<file path="config.mk">
export PLATFORM = sky130hd
export DESIGN_NAME = stream_demux_1to2_flat
export DESIGN_NICKNAME = d
export VERILOG_FILES = /design/src/rtl/stream_demux_1to2_if.sv /design/src/rtl/stream_demux_1to2.sv /design/src/flat_wrapper.sv
export SDC_FILE = /design/constraint.sdc
export NUM_CORES = 1
export LEC_CHECK = 0
export BUFFER_PORTS_ARGS = -buffer_cell sky130_fd_sc_hd__buf_2
export CORE_MARGIN = 2
export CORE_UTILIZATION = 50
export CTS_CLUSTER_DIAMETER = 150
export DETAILED_ROUTE_END_ITERATION = 16
export GPL_TIMING_DRIVEN = 0
export PLACE_DENSITY = 0.76
export SLEW_MARGIN = 20
export SYNTH_ARGS = -nofsm -noshare
export SYNTH_HDL_FRONTEND = slang
export SYNTH_SLANG_ARGS = --single-unit
</file>
<file path="constraint.sdc">
create_clock -name clk -period 1.86 [get_ports clk]
set_clock_uncertainty 0.1 [all_clocks]
set_input_delay 0.093 -clock clk [delete_from_list [all_inputs] [get_ports clk]]
set_output_delay 0.093 -clock clk [all_outputs]
set_load 0.05 [all_outputs]
</file>
<file path="src/rtl/stream_demux_1to2_if.sv">
// Handshake bundle for the 1-to-2 packet demux:
// one input stream, two output streams, two packet counters.
interface stream_demux_1to2_if #(
  parameter int WIDTH = 8
);
  logic             in_valid;
  logic             in_ready;
  logic [WIDTH-1:0] in_data;
  logic             in_sel;
  logic             in_last;

  logic             out0_valid;
  logic             out0_ready;
  logic [WIDTH-1:0] out0_data;
  logic             out0_last;

  logic             out1_valid;
  logic             out1_ready;
  logic [WIDTH-1:0] out1_data;
  logic             out1_last;

  logic [7:0]       pkt_cnt0;
  logic [7:0]       pkt_cnt1;

  modport master (
    output in_valid, in_data, in_sel, in_last,
    output out0_ready, out1_ready,
    input  in_ready,
    input  out0_valid, out0_data, out0_last,
    input  out1_valid, out1_data, out1_last,
    input  pkt_cnt0, pkt_cnt1
  );

  modport slave (
    input  in_valid, in_data, in_sel, in_last,
    input  out0_ready, out1_ready,
    output in_ready,
    output out0_valid, out0_data, out0_last,
    output out1_valid, out1_data, out1_last,
    output pkt_cnt0, pkt_cnt1
  );
endinterface

</file>
<file path="src/rtl/stream_demux_1to2.sv">
// Packet-level 1-to-2 stream demux with a route lock
// per packet and a FWFT buffer on each output channel.
module stream_demux_1to2 #(
  parameter int WIDTH = 8,
  parameter int DEPTH = 2
) (
  input  logic                 clk,
  input  logic                 rst,
  stream_demux_1to2_if.slave   bus
);
  localparam int AW = $clog2(DEPTH);

  typedef enum logic {IDLE, BUSY} state_t;

  state_t state;
  state_t state_nxt;
  logic   lock_sel;
  logic   lock_sel_nxt;
  logic   target;
  logic   accept;

  logic [1:0]            full;
  logic [1:0]            vld;
  logic [1:0]            lst;
  logic [1:0]            push;
  logic [1:0]            pop;
  logic [1:0][WIDTH-1:0] dat;
  logic [1:0][7:0]       pkt;

  assign accept = bus.in_valid & bus.in_ready;

  assign push[0] = accept & ~target;
  assign push[1] = accept &  target;
  assign pop[0]  = vld[0] & bus.out0_ready;
  assign pop[1]  = vld[1] & bus.out1_ready;

  // Route state and packet lock register
  always_ff @(posedge clk) begin
    if (rst) begin
      state    <= IDLE;
      lock_sel <= 1'b0;
    end else begin
      state    <= state_nxt;
      lock_sel <= lock_sel_nxt;
    end
  end

  // First beat locks the route; last beat releases it
  always_comb begin
    state_nxt    = state;
    lock_sel_nxt = lock_sel;
    unique case (state)
      IDLE: begin
        if (accept && !bus.in_last) begin
          state_nxt    = BUSY;
          lock_sel_nxt = bus.in_sel;
        end
      end
      BUSY: begin
        if (accept && bus.in_last) begin
          state_nxt = IDLE;
        end
      end
      default: state_nxt = IDLE;
    endcase
  end

  // Target channel and input backpressure from its fill level
  always_comb begin
    target = lock_sel;
    if (state == IDLE) begin
      target = bus.in_sel;
    end
    bus.in_ready = !rst && !full[target];
  end

  for (genvar c = 0; c < 2; c++) begin : g_ch
    logic [WIDTH:0]  mem [DEPTH];
    logic [AW-1:0]   rd_ptr;
    logic [AW-1:0]   wr_ptr;
    logic [AW:0]     count;
    logic [7:0]      cnt;

    // FWFT buffer: pointers wrap on power-of-two depth
    always_ff @(posedge clk) begin
      if (rst) begin
        rd_ptr <= '0;
        wr_ptr <= '0;
        count  <= '0;
        for (int i = 0; i < DEPTH; i++) begin
          mem[i] <= '0;
        end
      end else begin
        if (push[c]) begin
          mem[wr_ptr] <= {bus.in_last, bus.in_data};
          wr_ptr      <= wr_ptr + AW'(1);
        end
        if (pop[c]) begin
          rd_ptr <= rd_ptr + AW'(1);
        end
        unique case ({push[c], pop[c]})
          2'b10:   count <= count + (AW+1)'(1);
          2'b01:   count <= count - (AW+1)'(1);
          default: count <= count;
        endcase
      end
    end

    // Count packets whose last beat leaves the buffer
    always_ff @(posedge clk) begin
      if (rst) begin
        cnt <= 8'd0;
      end else if (pop[c] && lst[c]) begin
        cnt <= cnt + 8'd1;
      end
    end

    assign full[c] = (count == (AW+1)'(DEPTH));
    assign vld[c]  = (count != '0);
    assign {lst[c], dat[c]} = mem[rd_ptr];
    assign pkt[c]  = cnt;
  end

  assign bus.out0_valid = vld[0];
  assign bus.out0_data  = dat[0];
  assign bus.out0_last  = lst[0];
  assign bus.out1_valid = vld[1];
  assign bus.out1_data  = dat[1];
  assign bus.out1_last  = lst[1];
  assign bus.pkt_cnt0   = pkt[0];
  assign bus.pkt_cnt1   = pkt[1];
endmodule

</file>
<file path="src/flat_wrapper.sv">
// flat-port wrapper written by rule: the top's interface ports become plain ports
module stream_demux_1to2_flat 
#(
  parameter int WIDTH = 8,
  parameter int DEPTH = 2
)
  (clk, rst, bus_in_valid, bus_in_data, bus_in_sel, bus_in_last, bus_out0_ready, bus_out1_ready, bus_in_ready, bus_out0_valid, bus_out0_data, bus_out0_last, bus_out1_valid, bus_out1_data, bus_out1_last, bus_pkt_cnt0, bus_pkt_cnt1);
  stream_demux_1to2_if #(.WIDTH(WIDTH)) bus_i ();
  input  logic clk;
  input  logic rst;
  input wire logic [$bits(bus_i.in_valid)-1:0] bus_in_valid;
  input wire logic [$bits(bus_i.in_data)-1:0] bus_in_data;
  input wire logic [$bits(bus_i.in_sel)-1:0] bus_in_sel;
  input wire logic [$bits(bus_i.in_last)-1:0] bus_in_last;
  input wire logic [$bits(bus_i.out0_ready)-1:0] bus_out0_ready;
  input wire logic [$bits(bus_i.out1_ready)-1:0] bus_out1_ready;
  output wire logic [$bits(bus_i.in_ready)-1:0] bus_in_ready;
  output wire logic [$bits(bus_i.out0_valid)-1:0] bus_out0_valid;
  output wire logic [$bits(bus_i.out0_data)-1:0] bus_out0_data;
  output wire logic [$bits(bus_i.out0_last)-1:0] bus_out0_last;
  output wire logic [$bits(bus_i.out1_valid)-1:0] bus_out1_valid;
  output wire logic [$bits(bus_i.out1_data)-1:0] bus_out1_data;
  output wire logic [$bits(bus_i.out1_last)-1:0] bus_out1_last;
  output wire logic [$bits(bus_i.pkt_cnt0)-1:0] bus_pkt_cnt0;
  output wire logic [$bits(bus_i.pkt_cnt1)-1:0] bus_pkt_cnt1;
  assign bus_i.in_valid = bus_in_valid;
  assign bus_i.in_data = bus_in_data;
  assign bus_i.in_sel = bus_in_sel;
  assign bus_i.in_last = bus_in_last;
  assign bus_i.out0_ready = bus_out0_ready;
  assign bus_i.out1_ready = bus_out1_ready;
  assign bus_in_ready = bus_i.in_ready;
  assign bus_out0_valid = bus_i.out0_valid;
  assign bus_out0_data = bus_i.out0_data;
  assign bus_out0_last = bus_i.out0_last;
  assign bus_out1_valid = bus_i.out1_valid;
  assign bus_out1_data = bus_i.out1_data;
  assign bus_out1_last = bus_i.out1_last;
  assign bus_pkt_cnt0 = bus_i.pkt_cnt0;
  assign bus_pkt_cnt1 = bus_i.pkt_cnt1;
  stream_demux_1to2 #(.WIDTH(WIDTH), .DEPTH(DEPTH)) u_core (.clk(clk), .rst(rst), .bus(bus_i));
endmodule
</file>
Yosys cells after proc, flatten, opt, wreduce, memory -nomap -nowiden
Memory sizes are Yosys's and may differ from the RTL's. A register that Yosys moved wholly into a read port is not among the register bits.
Cells that the tools add are included.
Operators by class
  add/subtract/negate cells: 10
  $lt $le $gt $ge: 1
  eq/ne operators: 6
  mux-type cells: 26
  bitwise logic cells: 7
  reductions and logical operators: 15
Operator list (count)
  $mux 1: 21
  $mux 9: 2
  $reduce_or 9->1: 2
  $add 8x1->8 const B: 2
  $eq 2x2->1 const B: 4
  $pmux 2 s2: 2
  $reduce_bool 2->1: 4
  $and 1x1->1: 5
  $logic_and 1x1->1: 5
  $add 1x1->1 const B: 4
  $add 2x1->2 const B: 2
  $eq 2x1->1 const B: 2
  $sub 2x1->2 const B: 2
  $logic_not 1->1: 3
  $lt 1x2->1 const B: 1
  $not 1->1: 2
  $pmux 1 s2: 1
  $reduce_and 2->1: 1
Storage, ports and cells
  bits in registers: 26
  RAM bits: 36
  bits of input ports: 15
  output and inout bits: 37
  logic and storage cells: 77
  memories kept: 2
Memory list
  u_core.g_ch[0].mem: depth 2, width 9, read ports 1, clocked after Yosys merged registers in 1, wr ports 2, RTL line stream_demux_1to2.sv:78  | logic [WIDTH:0] mem [DEPTH];
  u_core.g_ch[1].mem: depth 2, width 9, read ports 1, clocked after Yosys merged registers in 1, wr ports 2, RTL line stream_demux_1to2.sv:78

Logic depth before layout (Yosys ltp)
Gate-level depths: netlist (run 1).
  depth after elaboration: 12
  gate-level depth with buffers: 9
  mapped depth without buffers: 7

Worst setup path before layout (run 1)
No wires, ideal clock.
  path kind: reg2reg
  start: register (tool-made name)
  end: register u_core.g_ch[0].count[1]
  library setup time: 0.070 ns
  data arrival time: 1.800 ns
  data required time: 1.690 ns
  slack: -0.111 ns
  cell stages (with the launch flop): 8
  buffers on the path: 1
  period minus slack after synthesis: 1.971 ns
  path through: dfxtp_1 > mux2i_1 > and3_1 > buf_4 > inv_2 > ha_1 > or3_1 > a21oi_1
RTL lines
  to (signal assigned): RTL line stream_demux_1to2.sv:102  | 2'b10: count <= count + (AW+1)'(1);
  to (signal assigned): RTL line stream_demux_1to2.sv:103  | 2'b01: count <= count - (AW+1)'(1);
  to (signal assigned): RTL line stream_demux_1to2.sv:104  | default: count <= count;
  to (decl): RTL line stream_demux_1to2.sv:81  | logic [AW:0] count;

==> results of run 1 <==
[cell usage in the layout (no fill, tap or decap), types with 2 or more instances in the layout]
cell type      instances
a21o_2                 3
mux2i_4                3
clkbuf_2               2
nand2_1                6
edfxtp_1              36
dlygate4sd3_1          2
and2_1                 4
o21ai_0                4
and3_1                36
mux2_2                17
buf_2                 52
ha_1                   2
dfxtp_4                2
xnor2_1               14
clkbuf_1               8
buf_4                  7
nor4_1                 3
nand3_1                3
dfxtp_1               25
nor2b_1                3
or2_2                  2
or3_1                  2
clkinv_1               3
xor2_1                 5
nor2_1                25
a21oi_1                7
inv_1                  9
nand4_1                6
nand2b_1               3
clkbuf_8               9
nor3_1                 3
ha_4                   2
[power groups by stage]
stage                     logic [mW]  clock network, mW  registers, mW
after detailed placement       0.876                  0           1.68
after floorplan                0.692                  0           1.68
after global placement         0.861                  0           1.68
final                          0.966              0.966           1.66
after global routing            1.04               1.06           1.67
after CTS                      0.928              0.978           1.66
[cell usage after synthesis]
master / count
nor2b_1: 3
clkbuf_1: 8
and3_1: 37
mux2_2: 17
buf_4: 1
and2_1: 4
inv_1: 9
a211oi_1: 1
buf_2: 3
xor2_1: 5
nor4_2: 1
o21ai_0: 6
a21oi_1: 7
nand4_1: 6
clkbuf_2: 1
edfxtp_1: 36
nor3b_2: 1
ha_1: 4
nand2_1: 6
dfxtp_1: 28
a211oi_2: 1
mux2i_1: 3
mux2_1: 1
and4_1: 1
nand3_1: 3
nor4_1: 3
inv_2: 2
nand2b_1: 3
nor3_1: 3
or2_2: 2
a21o_1: 3
nor2_1: 25
or3_1: 2
a31o_2: 1
and2b_1: 1
xnor2_1: 14
[cell type report]
type | instances | area, sq um | area share
Buffer | 12 | 61.31 | 0.01729
Clock buffer | 11 | 131.4 | 0.03705
Clock inverter | 5 | 23.77 | 0.006704
Inverter | 11 | 43.79 | 0.01235
Multi-Input combinational cell | 164 | 1222 | 0.3447
Sequential cell | 64 | 1650 | 0.4654
Tap cell | 72 | 90.09 | 0.02541
Timing Repair Buffer | 59 | 322.8 | 0.09104
[flip-flops by register name, summed over array words and instances, names as in the netlist, named ones only]
register and count:
u_core.g_ch.mem 36, u_core.lock_sel 1, u_core.g_ch.count 4, u_core.g_ch.rd_ptr 2, u_core.bus.pkt_cnt0 8, u_core.g_ch.wr_ptr 2
u_core.bus.pkt_cnt1 8
[what timing repair did]
action | in CTS | in global routing
pin swaps | 3 | 3
hold buffers | 2 | 0
endpoints found under the setup margin | 31 | 51
resized for setup | 18 | 4
setup buffers | 2 | 5
hold endpoints to repair | 2 | 0
[cells by family after synthesis]
| group | count (synthesis) | share of synthesized area |
|---|---|---|
| xor gates and xnor gates | 19 | 0.05800 |
| muxes | 21 | 0.08112 |
| DFF | 64 | 0.5722 |
| buffers and inverters | 24 | 0.03445 |
| and+or+nand+nor | 101 | 0.1962 |
| AOI/OAI and AO/OA | 19 | 0.04056 |
| adders and majority gates | 4 | 0.01745 |
[metrics by stage]
step | hold slack [ns] | TNS [ns]
2_1_floorplan | 0.08442 | 0
3_3_place_gp | 0.2410 | -3.894
3_5_place_dp | 0.2506 | -4.839
4_1_cts | 0.01381 | -0.02207
5_1_grt | 0.01346 | -2.692
6_report | 0.02653 | -0.04843
[per-layer routing]
layer  vias to the layer above  track usage  routed length [microns]
li1                       1036            -                        -
met1                       954       0.2322                     2463
met2                        69       0.3109                     2641
met3                        16      0.05543                      333
met4                         0      0.09322                      158
met5                         -            0                        0
[path summary, 6_finish.rpt]
kind	startpoint	end	slack [ns]	cells past startpoint
hold reg to reg	u_core.g_ch[1].wr_ptr	u_core.g_ch[1].wr_ptr	0.37	2
setup reg to reg	flip-flop	u_core.g_ch[0].count[1]	-0.03	8
hold / removal	bus_in_data[5]	u_core.g_ch[1].mem[0][5]	0.03	2
setup / recovery	flip-flop	u_core.g_ch[0].count[1]	-0.03	8
==> results_dict.tcl, run 1 <==
set metrics [dict create \
    coreArea_sq_um 5540 \
    fmax_ghz 0.5303 \
    vias 2075 \
    failed_checks "setup timing" \
    ys_ff_latch 64 \
    dp_hpwl_microns 3842 \
    p_sw_frac 0.3303 \
    htree_num_levels 3 \
    drtPass1Iterations 4 \
    fin_area_sq_um 3546 \
    dieHeight_microns 79.75 \
    initial_core_util 0.5178 \
    syn_inst 252 \
    critical_path_required_ns 2.02 \
    crit_arrival_ns 2.04 \
    synth_top_area_share 0.3768 \
    critical-path-slowest-cell "dfxtp_4" \
    min_period_ns 1.886 \
    critPathCaptureType "flip-flop" \
    drt.antenna.violating_nets 0 \
    fin_ws_ns -0.02562 \
    pwr-share-clk 0.269 \
    startpoint_type "flip-flop" \
    p_total_mw 3.587 \
    p_switching_mw 1.185 \
    totalWireLength_microns 5596 \
    p_comb_frac 0.269 \
    cts_tree "built" \
    internal_power_mw 2.403 \
    pin_count 52 \
    nets 340 \
    n_fill_cell 466 \
    die_w_microns 79.75 \
    critPathKind "flip-flop to flip-flop" \
    synth_nets 271 \
    dp.cells 374 \
    post-route-util 0.6400 \
    hold_class "input port to flip-flop" \
    fin_cells 398 \
    grt_max_degree 11 \
    max_slew_margin 0.6752 \
    postPlaceCellArea_sq_um 3228 \
    fp-row-count 27 \
    syn_avg_cell_area_sq_um 11.38 \
    setup_viol 2 \
    dieArea_sq_um 6360 \
    place_congestion 0.7814 \
    drc_errors 0 \
    crit_fanout 3 \
    power_density_nw_per_um2 1012 \
    antenna_found_initial 0 \
    path_delay_family "simple AND/OR/NAND/NOR gates" \
    syn-cell-area_sq_um 2869 \
    leakage_nw 1.569 \
    finalMaxSlewViolations 0 \
    path_clk_slew_ns 0.07 \
    overflow 0 \
    port_buffers 50 \
    cpPeakStageDelay_ns 0.38 \
    worstMarginPinSlew_ns 0.4872 \
    drt_iter0_markers 100 \
    max_cap_violations 0 \
    crit_chain "mux2i_4, and3_4, buf_6, inv_4, ha_4, xnor2_1, or3_1, a21oi_1" \
    rsz0062_at_grt "yes" \
    grt_pass1_vias 2074 \
    path_buf_inv 2 \
    cts_made_buffers 9 \
    viasPerCell 5.214 \
    timing.final.crit_share 1.014 \
    yosysWarningCount 0 \
    area_growth_pct 23.59 \
    cts.sinks 64 \
    grt_first_pass_wirelength_microns 9142 \
    synthDistinctLibCells 36 \
    drive_gt1_frac 0.3497 \
    place_ws_ns -0.2200 \
    synth_area_leaders "edfxtp_1 (38%), dfxtp_1 (20%), and3_1 (8.1%)" \
    ir_drop_mv 0.5335 \
    sequentialPowerShare 0.461 \
    clkLatencyLatePin_ns 0.33 \
    num_antenna_cells 0 \
    hold_violations 0 \
    cts_root_buf "clkbuf_8" \
    clk_path_buf_depth 2 \
    grt_use_total 0.1909 \
    seq_area_frac_synth 0.5722 \
    avgRoutedWirePerCell_microns 14.06 \
    status "finished with violations" \
    yosysTopAreaCell "edfxtp_1" \
]
Power figures use the tool's default switching activity.
==> run 2: changes to the inputs <==
CORE_MARGIN = 4   (was 2)
==> results_dict.tcl, run 2 (synthesized netlist as in run 1, its figures left out) <==
set metrics [dict create \
    status "finished with violations" \
    failed_checks "setup timing" \
    hold_violations 0 \
    drive_gt1_frac 0.3689 \
    cts.sinks 64 \
    fin_ws_ns -0.05617 \
    startpoint_type "flip-flop" \
    final_common_cell "buf_2" \
    area_growth_pct 25.73 \
    avgRoutedWirePerCell_microns 15.05 \
    grt_max_degree 12 \
    min_period_ns 1.916 \
    htree_num_levels 3 \
    cpPeakStageDelay_ns 0.36 \
    n_fill_cell 421 \
    dp.cells 374 \
    vias 2067 \
    critical_path_required_ns 2.02 \
    fp-row-count 27 \
    leakage_nw 1.613 \
    clk_path_buf_depth 2 \
    multi_input_area_sq_um 1239 \
    grt_first_pass_wirelength_microns 10380 \
    crit_fanout 5 \
    critical-path-slowest-cell "dfxtp_1" \
    cts_tree "built" \
    hold_class "input port to flip-flop" \
    ir_drop_mv 0.7575 \
    critPathKind "flip-flop to flip-flop" \
    initial_core_util 0.5178 \
    fmax_ghz 0.5219 \
    num_antenna_cells 0 \
    post-route-util 0.6511 \
    dieArea_sq_um 7014 \
    antenna_found_initial 0 \
    drtPass1Iterations 4 \
    max_slew_margin 0.6417 \
    layout_common_cells "buf_2 (52), and3_1 (37), edfxtp_1 (36)" \
    pin_count 52 \
    viasPerCell 5.168 \
    setup_viol 1 \
    cts_root_buf "clkbuf_8" \
    grt_pass1_vias 2168 \
    finalMaxSlewViolations 0 \
    dieHeight_microns 83.75 \
    clkLatencyLatePin_ns 0.33 \
    crit_arrival_ns 2.07 \
    power_density_nw_per_um2 1046 \
    nets 342 \
    max_cap_violations 0 \
    worstMarginPinSlew_ns 0.5375 \
    timing.hold.ws_ns 0.01577 \
    overflow 0 \
    grt_use_total 0.1840 \
    crit_chain "and2b_2, nor3b_4, inv_2, ha_4, xnor2_1, or3_1, a21oi_2" \
    path_clk_slew_ns 0.07 \
    drt_iter0_markers 96 \
    cts_made_buffers 9 \
    dp_hpwl_microns 4051 \
    critPathCaptureType "flip-flop" \
    drt.antenna.violating_nets 0 \
    drc_errors 0 \
    ff_latch_area_sq_um 1649 \
    rsz0062_at_grt "yes" \
    timing.final.crit_share 1.030 \
    place_congestion 0.7678 \
    totalWireLength_microns 6020 \
    coreArea_sq_um 5540 \
    regMostFlops "u_core.g_ch.mem" \
    port_buffers 50 \
    fin_cells 400 \
    die_w_microns 83.75 \
    largest_reg_flops 36 \
]
run 2: critical path, delay by kind of cell, from the launching register on:
| kind | cells | cell delay, ns |
|---|---|---|
| simple gates | 3 | 0.83 |
| flops | 1 | 0.36 |
| compound gates | 1 | 0.17 |
| fa+ha+maj | 1 | 0.16 |
| xor+xnor | 1 | 0.13 |
| buf+inv | 1 | 0.09 |
run 2: final cells by class:
cell class	instances	area share
repair buffers	61	0.09365
inverters	11	0.01145
flip-flops and latches	64	0.4572
multi-input cells	164	0.3434
well taps	72	0.02497
clock buffers	9	0.03434
plain buffers	12	0.01769
clock inverters	7	0.01734
run 2: path summary, 6_finish.rpt:
path                      startpoint                       end  slack [ns]  depth (start not counted)
max reg2reg  u_core.g_ch[1].count[1]   u_core.g_ch[1].count[1]       -0.06                          7
min                   bus_in_data[3]  u_core.g_ch[0].mem[1][3]        0.02                          2
max          u_core.g_ch[1].count[1]   u_core.g_ch[1].count[1]       -0.06                          7
min reg2reg    u_core.g_ch[1].wr_ptr     u_core.g_ch[1].wr_ptr        0.39                          2
run 2: metrics by stage:
stage	TNS, ns	setup slack, ns	area [sq um]	power [mW]
after floorplan	0	0.01770	2888	2.373
after global routing	-0.5865	-0.1169	3607	3.945
after global placement	-4.738	-0.2433	3228	2.542
final	-0.05617	-0.05617	3607	3.774
after CTS	0	0.0006821	3546	3.747
after detailed placement	-5.095	-0.2739	3228	2.563
run 2: repair_timing:
action,in CTS,in global routing
buffers inserted,5,4
hold buffers,2,0
pin swaps,3,2
gates cloned,0,0
hold endpoints to repair,2,0
gates resized for setup,16,10
setup endpoints to repair,40,44
run 2: report_power, final:
part           switching, mW  internal [mW]
registers             0.0603           1.60
logic                  0.641          0.341
clock network          0.527          0.607
total                   1.23           2.54
run 2: layer usage:
layer  vias up  part of all wire  global-route usage
li1       1031                 -                   -
met1       971              0.44              0.2370
met2        57              0.50              0.3015
met3         8             0.048             0.03653
met4         0             0.014             0.07749
met5         -                 0                   0
==> run 3: changes to the inputs <==
==> constraint.sdc (replaced) <==
create_clock -name clk -period 1.86 [get_ports clk]
set_clock_uncertainty 0.1 [all_clocks]
set_input_delay 0.372 -clock clk [delete_from_list [all_inputs] [get_ports clk]]
set_output_delay 0.372 -clock clk [all_outputs]
set_load 0.05 [all_outputs]
==> results_dict.tcl, run 3 (synthesized netlist as in run 1, its figures left out) <==
set metrics [dict create \
    initial_core_util 0.5178 \
    status "finished with violations" \
    cts_made_buffers 9 \
    vias 2111 \
    layout_common_cells "and3_1 (36), edfxtp_1 (36), buf_2 (32)" \
    fin_ws_ns -0.03437 \
    hold_class "input port to flip-flop" \
    startpoint_type "flip-flop" \
    place_congestion 0.7596 \
    avgRoutedWirePerCell_microns 15.19 \
    critical_path_required_ns 1.39 \
    crit_arrival_ns 1.42 \
    clk_path_buf_depth 2 \
    setup_viol 3 \
    grt_pass1_vias 2110 \
    antenna_found_initial 0 \
    dp_hpwl_microns 3968 \
    power_density_nw_per_um2 1029 \
    cts_tree "built" \
    fmax_ghz 0.5279 \
    drt.antenna.violating_nets 0 \
    drt_iter0_markers 129 \
    hold_violations 0 \
    die_w_microns 83.75 \
    clkLatencyLatePin_ns 0.34 \
    critPathCaptureType "output pin" \
    coreArea_sq_um 5540 \
    dieHeight_microns 83.75 \
    dieArea_sq_um 7014 \
    max_cap_violations 0 \
    nets 340 \
    n_fill_cell 435 \
    fp-row-count 27 \
    overflow 0 \
    fin_cells 398 \
    ir_drop_mv 0.6222 \
    grtUsageMet2 0.2842 \
    post-route-util 0.6678 \
    critPathKind "flip-flop to output pin" \
    postPlaceCellArea_sq_um 3248 \
    totalWireLength_microns 6047 \
    met3_usage 0.04245 \
    crit_fanout 4 \
    grt_max_degree 11 \
    port_buffers 50 \
    timing.final.crit_share 1.018 \
    viasPerCell 5.304 \
    largest_reg_flops 36 \
    pin_count 52 \
    top_usage_layer "met2" \
    rsz0062_at_grt "yes" \
    fin_setup_tns_ns -0.06148 \
    fin_area_sq_um 3700 \
    finalMaxSlewViolations 0 \
    dp.cells 374 \
    failed_checks "setup timing" \
    regMostFlops "u_core.g_ch.mem" \
    path_clk_slew_ns 0.07 \
    grt_use_total 0.1822 \
    max_slew_margin 0.6529 \
    grt_first_pass_wirelength_microns 10090 \
    cts_root_buf "clkbuf_8" \
    area_growth_pct 28.96 \
    met1_usage 0.2377 \
    htree_num_levels 3 \
    drive_gt1_frac 0.3865 \
    leakage_nw 1.626 \
    worstMarginPinSlew_ns 0.5206 \
    drc_errors 0 \
    cts.sinks 64 \
    num_antenna_cells 0 \
    place_ws_ns -0.3660 \
    min_period_ns 1.894 \
    drtPass1Iterations 4 \
]
==> run 3: changes by cell type in the layout (fill, tap and decap cells not counted), sizes merged <==
cell	before	now
buf	62	63
dlygate4sd3	2	0
clkbuf	18	20
clkinv	6	4
bufinv	1	0
==> run 3: worst paths after layout <==
check | from | end | slack (ns) | cells after the start
max reg2reg | flip-flop | u_core.g_ch[0].count[1] | -0.02 | 6
min reg2reg | u_core.g_ch[1].wr_ptr | u_core.g_ch[1].wr_ptr | 0.38 | 2
min | bus_in_last | flip-flop | 0.20 | 2
max | flip-flop | bus_in_ready | -0.03 | 5
==> run 3: metal layers <==
layer | share of wire | routed length [microns]
met5 | 0 | 0
met4 | 0.017 | 100
met3 | 0.051 | 307
met2 | 0.49 | 2942
met1 | 0.45 | 2696
==> run 3: worst max-delay path, cell delays in order (launching register included) <==
cell	delay, ns
dfxtp_4	0.37
mux2i_4	0.28
nor2_1	0.06
a21oi_1	0.15
nor2_2	0.05
buf_6	0.17
==> run 3: final cells by class <==
type,count,area [sq um],share of cell area
Timing Repair Buffer,60,444.2,0.1201
Sequential cell,64,1652,0.4464
Clock buffer,12,155.1,0.04193
Clock inverter,4,18.77,0.005073
Tap cell,72,90.09,0.02435
Inverter,11,41.29,0.01116
Buffer,11,61.31,0.01657
Multi-Input combinational cell,164,1237,0.3345
==> run 3: metrics by stage <==
| stage | hold slack, ns | power [mW] |
|---|---|---|
| floorplan | 0.3481 | 2.376 |
| global placement | 0.3550 | 2.548 |
| detailed placement | 0.3666 | 2.565 |
| CTS | 0.1909 | 3.723 |
| global route | 0.1976 | 3.976 |
| finish | 0.2005 | 3.808 |
==> run 3: repair_timing <==
| item | in CTS | in global routing |
|---|---|---|
| cloned | 2 | 0 |
| hold buffers | 0 | 0 |
| buffers inserted | 4 | 4 |
| gates resized for setup | 31 | 51 |
| pin swaps | 2 | 6 |
| endpoints found under the setup margin | 49 | 51 |
==> run 3: power breakdown <==
part | switching (mW) | internal [mW] | leakage [nW] | total [mW]
sequential | 0.0691 | 1.60 | 0.603 | 1.67
combinational | 0.655 | 0.437 | 0.929 | 1.09
clock | 0.501 | 0.545 | 0.0936 | 1.05
